$ cat config.mk
export PLATFORM = sky130hd
export DESIGN_NAME = elevator_btn_cond
export DESIGN_NICKNAME = d
export VERILOG_FILES = /design/src/rtl/elevator_btn_cond.sv
export SDC_FILE = /design/constraint.sdc
export NUM_CORES = 1
export LEC_CHECK = 0
export ABC_AREA = 1
export BUFFER_PORTS_ARGS = -buffer_cell sky130_fd_sc_hd__buf_2
export CAP_MARGIN = 30
export CORE_MARGIN = 2
export CORE_UTILIZATION = 25
export DETAILED_ROUTE_END_ITERATION = 8
export SLEW_MARGIN = 30
export SYNTH_ARGS = -nofsm -noshare
export SYNTH_HDL_FRONTEND = slang
export SYNTH_SLANG_ARGS = --single-unit
$ cat constraint.sdc
create_clock -name clk -period 1.4 [get_ports clk]
set_input_delay 0.14 -clock clk [delete_from_list [all_inputs] [get_ports clk]]
set_output_delay 0.14 -clock clk [all_outputs]
set_load 0.02 [all_outputs]
$ cat src/rtl/elevator_btn_cond.sv
// rtl/elevator_btn_cond.sv - push-button synchroniser, debouncer, press-pulse and stuck detector
//
// Purpose: conditions the ten raw elevator buttons ahead of the controller.
// Each channel is an independent two-flop synchroniser, then a debouncer
// that accepts a new level only after DEB_CYCLES consecutive samples, then
// a stuck-button timer that counts STUCK_CYCLES.
//
// Ports:
//   clk        system clock
//   rst        synchronous active-high reset
//   btn_raw    raw asynchronous buttons [0]=U1 [1]=U2 [2]=U3 [3]=D2 [4]=D3
//              [5]=D4 [6]=F1 [7]=F2 [8]=F3 [9]=F4, 1 = pressed
//   btn_pulse  one-cycle pulse on each accepted press
//   btn_level  debounced level
//   btn_stuck  button held high for STUCK_CYCLES or more
//   any_stuck  registered OR of btn_stuck

module elevator_btn_cond #(
    parameter int DEB_CYCLES   = 4,
    parameter int STUCK_CYCLES = 1000
) (
    input  logic       clk,
    input  logic       rst,
    input  logic [9:0] btn_raw,
    output logic [9:0] btn_pulse,
    output logic [9:0] btn_level,
    output logic [9:0] btn_stuck,
    output logic       any_stuck
);

    localparam int          N_BTN    = 10;
    localparam logic [7:0]  DEB_LAST = 8'(DEB_CYCLES - 1);
    localparam logic [15:0] STK_LAST = 16'(STUCK_CYCLES - 1);

    logic [9:0]  sync1_q, sync1_d;
    logic [9:0]  sync2_q, sync2_d;
    logic [9:0]  level_q, level_d;
    logic [9:0]  pulse_q, pulse_d;
    logic [9:0]  stuck_q, stuck_d;
    logic        any_stuck_q, any_stuck_d;
    logic [7:0]  deb_cnt_q [N_BTN];
    logic [7:0]  deb_cnt_d [N_BTN];
    logic [15:0] stk_cnt_q [N_BTN];
    logic [15:0] stk_cnt_d [N_BTN];

    always_comb begin
        sync1_d     = btn_raw;
        sync2_d     = sync1_q;
        level_d     = level_q;
        pulse_d     = '0;
        stuck_d     = stuck_q;
        any_stuck_d = |stuck_q;
        deb_cnt_d   = deb_cnt_q;
        stk_cnt_d   = stk_cnt_q;

        for (int i = 0; i < N_BTN; i++) begin
            // Debounce: count consecutive samples disagreeing with the
            // accepted level; any agreeing sample restarts the count.
            if (sync2_q[i] == level_q[i]) begin
                deb_cnt_d[i] = '0;
            end else if (deb_cnt_q[i] < DEB_LAST) begin
                deb_cnt_d[i] = deb_cnt_q[i] + 8'd1;
            end else begin
                level_d[i]   = sync2_q[i];
                deb_cnt_d[i] = '0;
                pulse_d[i]   = sync2_q[i];
            end

            // Stuck timer runs off the current debounced level and
            // saturates, so the flag holds until the level drops.
            if (!level_q[i]) begin
                stk_cnt_d[i] = '0;
                stuck_d[i]   = 1'b0;
            end else if (stk_cnt_q[i] < STK_LAST) begin
                stk_cnt_d[i] = stk_cnt_q[i] + 16'd1;
            end else begin
                stuck_d[i] = 1'b1;
            end
        end
    end

    always_ff @(posedge clk) begin
        if (rst) begin
            sync1_q     <= '0;
            sync2_q     <= '0;
            level_q     <= '0;
            pulse_q     <= '0;
            stuck_q     <= '0;
            any_stuck_q <= 1'b0;
            deb_cnt_q   <= '{default: '0};
            stk_cnt_q   <= '{default: '0};
        end else begin
            sync1_q     <= sync1_d;
            sync2_q     <= sync2_d;
            level_q     <= level_d;
            pulse_q     <= pulse_d;
            stuck_q     <= stuck_d;
            any_stuck_q <= any_stuck_d;
            deb_cnt_q   <= deb_cnt_d;
            stk_cnt_q   <= stk_cnt_d;
        end
    end

    assign btn_pulse = pulse_q;
    assign btn_level = level_q;
    assign btn_stuck = stuck_q;
    assign any_stuck = any_stuck_q;

endmodule

==> impl_results.md, run 1 <==
- Cell Pwr Density: 1200 nW/µm²
- Row cnt: 79
- Reg2reg end: stk_cnt_q[80]
- Antenna Cells: 0
- All-Layer GR Usage: 0.0924
- Die ar.: 48400 µm²
- Max Cap Violations: 0
- Boundary pin count: 43
- Synth area leader: dfxtp_1
- Critical path required time: 1.26 ns
- Worst min path class: in -> reg
- Worst Skew: 0.0222 ns
- Syn Area/Cell: 7.61 µm²
- Post-synthesis cell count: 1532
- Slowest CP cell: dfxtp_2
- Register area: 5850 µm²
- First drt pass iteration count: 5
- Worst Setup End Kind: output port
- Post-Syn Area: 11700 µm²
- Worst min-delay path endpoint: stk_cnt_q[96]
- Flop-to-flop setup slack: 0.09 ns
- Detailed placement HPWL: 15600 µm
- Worst VDD drop: 0.000665 V
- Clk sinks: 291
- Final critical-path share of the clock period: 0.946
- Sequential fraction of the synthesis area: 0.500
- Antenna viol nets, final: 0
- Buf/Inv on CP: 2
- Worst Hold Launch: rst
- Most frequent cells in the layout: nand2_1 (326), nor2_1 (285), dfxtp_1 (275)
- Global route overflow: 0
- Initial antenna violation count: 0
- CP startpoint kind: register
- Clock slew at reported path FFs: 0.06 ns
- Multi-input gate area: 5130 µm²
- # port buffers: 42
- Largest stage delay on the critical path: 0.36 ns
- Register bit total from synthesis: 291
- Pleak: 6.06 nW
- Worst-path cell chain: buf_4, buf_2
- Worst path top cell family by delay: flip-flops
- Setup CP Type: reg -> out
- Final net count: 1728
- CP Max Fanout: 2
- Average via count per standard cell: 3.97
- Synthesis-to-layout area growth: 23.4%
- H-tree Lvls: 2
- DRC Markers: 0
- Hold Path Depth: 4
- Vias in the first global route: 8406
- Final setup fails: 0
- FMAX: 0.755 GHz
- Core Footprint: 46300 µm²
- Origin of the critical flop-to-flop path: stk_cnt_q[81]
- Routed len/inst: 9.55 µm
- Hold Vio Cnt, Final: 0
- Share of cells above drive strength 1: 0.146
- Worst EP arrival: 1.18 ns
- Worst-skew pair later-pin latency: 0.52 ns
- Root buffer cell: clkbuf_16
- Drt total wl: 22200 µm
- Largest net degree at the start of global routing: 16
- Yosys warnings: 0
- Num CTS Buffers: 34
- Chip height: 220 µm
- CTS tree: yes
- Routability congestion estimate from global placement: 0.847
- First-pass GRT wire length: 37400 µm
- R2r worst-path depth: 9
- Post-synth top area share: 0.500
- Initial Utilization: 0.252
- Die Wd: 220 µm
- Final max-slew violation count: 0
- Most common cell after layout, fill and taps aside: nand2_1
- Run status: finished, final reports clean
- Final Util: 0.311
- Tmin final: 1.32 ns
- Initial drt markers: 440
- Top post-synthesis cells by area: dfxtp_1 (50%), nand2_1 (11%), nor2_1 (9.2%)
- Vias post-DR: 9234
- Fill cells: 4905
- Count of cell types in the netlist: 29
- Setup TNS Final: 0 ns
- Total power: 17.3 mW
- Clock Path Buffers: 3
metrics by stage:
stage          hold WS [ns]  instance area (µm²)  cells  setup slack [ns]
5_1_grt              0.0596                14400   2328          -0.00416
6_report             0.0268                14400   2328            0.0756
2_1_floorplan         0.247                11900   1591             0.119
3_5_place_dp          0.347                13000   2248           -0.0109
4_1_cts              0.0185                14200   2319            0.0201
3_3_place_gp          0.338                13000   2248            0.0798
worst max-delay path by stage:
stage | startpoint | endpoint | slack, ns | cells after the start
6_report | btn_stuck[7] | btn_stuck[7] | 0.08 | 2
5_1_grt | stk_cnt_q[145] | stk_cnt_q[152] | -0.004 | 8
4_1_cts | stk_cnt_q[32] | stk_cnt_q[32] | 0.02 | 8
3_5_place_dp | stk_cnt_q[0] | stk_cnt_q[1] | -0.01 | 8
3_3_place_gp | stk_cnt_q[0] | stk_cnt_q[1] | 0.08 | 8
2_1_floorplan | stk_cnt_q[112] | stk_cnt_q[112] | 0.12 | 8
where the power goes:
| group | switching [mW] | total (mW) | leakage [nW] | internal [mW] |
|---|---|---|---|---|
| Sequential | 0.0513 | 8.47 | 2.38 | 8.42 |
| Clock | 3.45 | 8.52 | 0.540 | 5.08 |
| Combinational | 0.177 | 0.276 | 3.14 | 0.0990 |
| Total | 3.68 | 17.3 | 6.06 | 13.6 |
metal layers:
metal | GRT usage | vias to the layer above | wire [µm]
met5 | 0 | - | 0
met4 | 0.0340 | 0 | 610
met3 | 0.0196 | 46 | 1010
met2 | 0.156 | 111 | 10200
met1 | 0.115 | 4068 | 10400
li1 | - | 5009 | -
final cells by class:
| class | instances | share of cell area |
|---|---|---|
| clock buffers | 48 | 0.0677 |
| clock inverters | 13 | 0.00852 |
| inverters | 238 | 0.0626 |
| multi-input cells | 1039 | 0.356 |
| flip-flops and latches | 291 | 0.407 |
| well taps | 607 | 0.0528 |
| repair buffers | 92 | 0.0456 |
tightest hold or removal path: cells and delay by family:
family / cells / cell delay (ns)
simple gates: 3 / 0.18
buf+inv: 1 / 0.19
cells in the mapped netlist:
library cell	n
nand2_1	331
dfxtp_1	291
nor2_1	285
inv_1	226
nand3_1	89
a21oi_1	55
nand4_1	34
nor3_1	28
o21ai_0	27
nor2_4	22
nand2_2	21
ha_1	20
buf_2	14
xor2_1	13
inv_2	10
nand3b_1	10
and3_1	9
nand2_4	8
nand3_2	7
nand3_4	7
nor2_2	6
buf_6	5
xnor2_1	4
buf_4	3
buf_1	2
inv_4	2
conb_1	1
nor2_8	1
nor4_1	1
timing repair:
action                                  in CTS  in global routing
cloned                                       0                  1
gates resized for setup                      2                 45
endpoints found under the setup margin       4                 63
hold endpoints to repair                    10                  0
setup buffers                                0                  8
pin swaps                                    0                 10
hold buffers                                10                  0
sequential cells by signal (all words and copies together) (netlist names):
name / count
deb_cnt_q: 80
sync2_q: 10
btn_pulse: 10
any_stuck: 1
stk_cnt_q: 160
sync1_q: 10
btn_level: 10
btn_stuck: 10
cell families (layout without fill, tap and decap cells):
logic type	after synthesis	in the layout	share of synthesized area
AOI/OAI and AO/OA	82	82	0.0352
xor gates and xnor gates	17	17	0.0128
adders and majority gates	20	20	0.0215
buffers and inverters	262	391	0.0905
DFF	291	291	0.500
other	1	60	0.000322
and+or+nand+nor	859	860	0.340
(Power assumes the default switching activity.)
==> run 2: changes to the inputs <==
--- a/config.mk
+++ b/config.mk
@@ -8,9 +8,11 @@
 export ABC_AREA = 1
 export BUFFER_PORTS_ARGS = -buffer_cell sky130_fd_sc_hd__buf_2
 export CAP_MARGIN = 30
-export CORE_MARGIN = 2
+export CELL_PAD_IN_SITES_DETAIL_PLACEMENT = 0
+export CELL_PAD_IN_SITES_GLOBAL_PLACEMENT = 2
 export CORE_UTILIZATION = 25
 export DETAILED_ROUTE_END_ITERATION = 8
+export PLACE_DENSITY_LB_ADDON = 0.1
 export SLEW_MARGIN = 30
 export SYNTH_ARGS = -nofsm -noshare
 export SYNTH_HDL_FRONTEND = slang
==> run 2 against run 1 <==
Compared with the run above: hold slack better by 0.071 ns; cell area up 3.6%; critical endpoint is now stk_cnt_q[38]; core utilization is 1.5 points higher; highest routed layer unchanged; via count shrank 0.58%.
==> impl_results.md, run 2 (same netlist as run 1, synthesis figures left out) <==
- Drt total wl: 25100 µm (+13%)
- Most common cell after layout, fill and taps aside: nand2_1
- # port buffers: 42 (unchanged)
- Largest stage delay on the critical path: 0.36 ns (about the same)
- First-pass GRT wire length: 43200 µm (+16%)
- Clock slew at reported path FFs: 0.05 ns (about the same)
- Hold Vio Cnt, Final: 0 (unchanged)
- Clock Path Buffers: 3 (unchanged)
- Total power: 18.7 mW (+8.0%)
- Fill cells: 4893 (-0.24%)
- Root buffer cell: clkbuf_16
- Run status: finished, final reports clean
- Final Util: 0.326 (+0.0153)
- Hold Path Depth: 3 (-1)
- Routability congestion estimate from global placement: 0.731 (-14%)
- Worst EP arrival: 1.74 ns (+0.56 ns)
- Switching share of total power: 0.207 (-0.00603)
- Initial drt markers: 376 (-15%)
- Worst Hold Launch: rst
- Setup WS post-layout: 0.0869 ns (+0.0114 ns)
- Antenna Cells: 0 (unchanged)
- CTS tree: yes
- Dpl ws: 0.0429 ns (+0.0538 ns)
- Routed len/inst: 10.6 µm (+11%)
- Biggest regs: stk_cnt_q x160, deb_cnt_q x80
- First drt pass iteration count: 4 (-1)
- Placed Instance Area: 13300 µm² (+2.3%)
- Vias post-DR: 9180 (-0.58%)
- Die Wd: 218 µm (-0.91%)
- Antenna viol nets, final: 0 (unchanged)
- Cell Pwr Density: 1250 nW/µm² (+4.3%)
- Switching pwr: 3.86 mW (+5.0%)
- Synthesis-to-layout area growth: 27.8%
- Reg2reg end: stk_cnt_q[38]
- Reg with most FFs: stk_cnt_q
- Chip height: 218 µm (-0.91%)
- Largest net degree at the start of global routing: 18 (+2)
- Worst-skew pair later-pin latency: 0.53 ns (about the same)
- Critical path required time: 1.83 ns (+0.57 ns)
- Pleak: 6.34 nW (+4.7%)
- Worst Setup End Kind: register
- Finished Cell Area: 14900 µm² (+3.6%)
- Max reg flops: 160 (unchanged)
- All-Layer GR Usage: 0.112 (+0.0191)
- DRC Markers: 0 (unchanged)
- Share of cells above drive strength 1: 0.167 (+0.0205)
- Most frequent cells in the layout: nand2_1 (328), nor2_1 (282), dfxtp_1 (275)
- Core Footprint: 45700 µm² (-1.3%)
- Worst Skew: 0.0191 ns (-0.00317 ns)
- Worst VDD drop: 0.000778 V (+17%)
- Num CTS Buffers: 37 (+8.8%)
- Die ar.: 47500 µm² (-1.8%)
- CP startpoint kind: register
- CP Max Fanout: 7 (+5)
- Flop-to-flop setup slack: 0.09 ns (about the same)
- Final max-slew violation count: 0 (unchanged)
- Global route overflow: 0 (unchanged)
- Placed Cells incl. Taps: 2271 (+1.0%)
- Tmin final: 1.31 ns (-0.0114 ns)
- Buf/Inv on CP: 1 (-1)
- Worst-path cell chain: ha_2, nand2_2, nand2_2, nand3_4, buf_12, nand3_1, nand2_1, nand2_1, nor2_1
- Final critical-path share of the clock period: 0.938 (-0.00812)
- Initial antenna violation count: 0 (unchanged)
- Detailed placement HPWL: 17500 µm (+12%)
- Int Power: 14.8 mW (+8.9%)
- Final net count: 1765 (+2.1%)
- R2r worst-path depth: 9 (unchanged)
- Fin Hold WS: 0.0982 ns (+0.0715 ns)
- H-tree Lvls: 2 (unchanged)
- Worst path top cell family by delay: simple AND/OR/NAND/NOR gates
- Average via count per standard cell: 3.89 (-2.0%)
- Row cnt: 78 (-1.3%)
- Worst min path class: in -> reg
- Boundary pin count: 43 (unchanged)
- Vias in the first global route: 8902 (+5.9%)
- FMAX: 0.762 GHz (+0.87%)
- Finished Layout Cells: 2361 (+1.4%)
- Sequential Power Share: 0.454 (-0.037)
- Slowest CP cell: dfxtp_1
- Initial Utilization: 0.255 (+0.00323)
- Final setup fails: 0 (unchanged)
- Worst min-delay path endpoint: sync2_q[1]
- Max Cap Violations: 0 (unchanged)
- Comb power frac: 0.016 (about the same)
- Setup CP Type: reg -> reg
- Origin of the critical flop-to-flop path: stk_cnt_q[33]
- Setup TNS Final: 0 ns (unchanged)
- Clock power frac: 0.529 (+0.036)
- Clk sinks: 291 (unchanged)
[run 2: power groups by stage]
stage / registers [mW] / clock network (mW) / logic [mW]
finish: 8.48 / 9.88 / 0.307
detailed placement: 8.66 / 0 / 0.293
global route: 8.49 / 10.7 / 0.356
global placement: 8.65 / 0 / 0.294
floorplan: 8.66 / 0 / 0.153
CTS: 8.47 / 10.4 / 0.315
[run 2: worst register-to-register path: cells and delay by family (launching register included)]
family,cells,cell delay [ns]
fa+ha+maj,1,0.22
buf+inv,1,0.16
simple gates,7,0.48
flops,1,0.36
[run 2: layer usage]
metal | vias up | share of wire | track usage
li1 | 5085 | - | -
met1 | 3972 | 0.51 | 0.148
met2 | 85 | 0.43 | 0.175
met3 | 38 | 0.040 | 0.0287
met4 | 0 | 0.021 | 0.0368
met5 | - | 0 | 0
[run 2: worst max path at each step]
stage | slack, ns | cells past startpoint | startpoint | end
6_report | 0.09 | 9 | stk_cnt_q[33] | stk_cnt_q[38]
5_1_grt | -0.008 | 8 | stk_cnt_q[0] | stk_cnt_q[0]
4_1_cts | 0.005 | 1 | btn_level[4] | btn_level[4]
3_5_place_dp | 0.04 | 9 | stk_cnt_q[32] | stk_cnt_q[32]
3_3_place_gp | 0.03 | 9 | stk_cnt_q[32] | stk_cnt_q[32]
2_1_floorplan | 0.12 | 8 | stk_cnt_q[112] | stk_cnt_q[112]
[run 2: what timing repair did]
item / in CTS / in global routing
setup endpoints to repair: 3 / 67
pin swaps: 0 / 10
endpoints found under the hold margin: 10 / 0
cloned: 0 / 4
gates resized for setup: 3 / 42
hold buffers: 10 / 0
buffers inserted: 0 / 9
[run 2: cell type report]
class / count / area, µm² / area share
Sequential cell: 291 / 5850 / 0.392
Multi-Input combinational cell: 1041 / 5150 / 0.345
Clock inverter: 11 / 161 / 0.0108
Clock buffer: 56 / 1120 / 0.0751
Timing Repair Buffer: 124 / 981 / 0.0658
Tap cell: 600 / 751 / 0.0504
Inverter: 238 / 898 / 0.0603
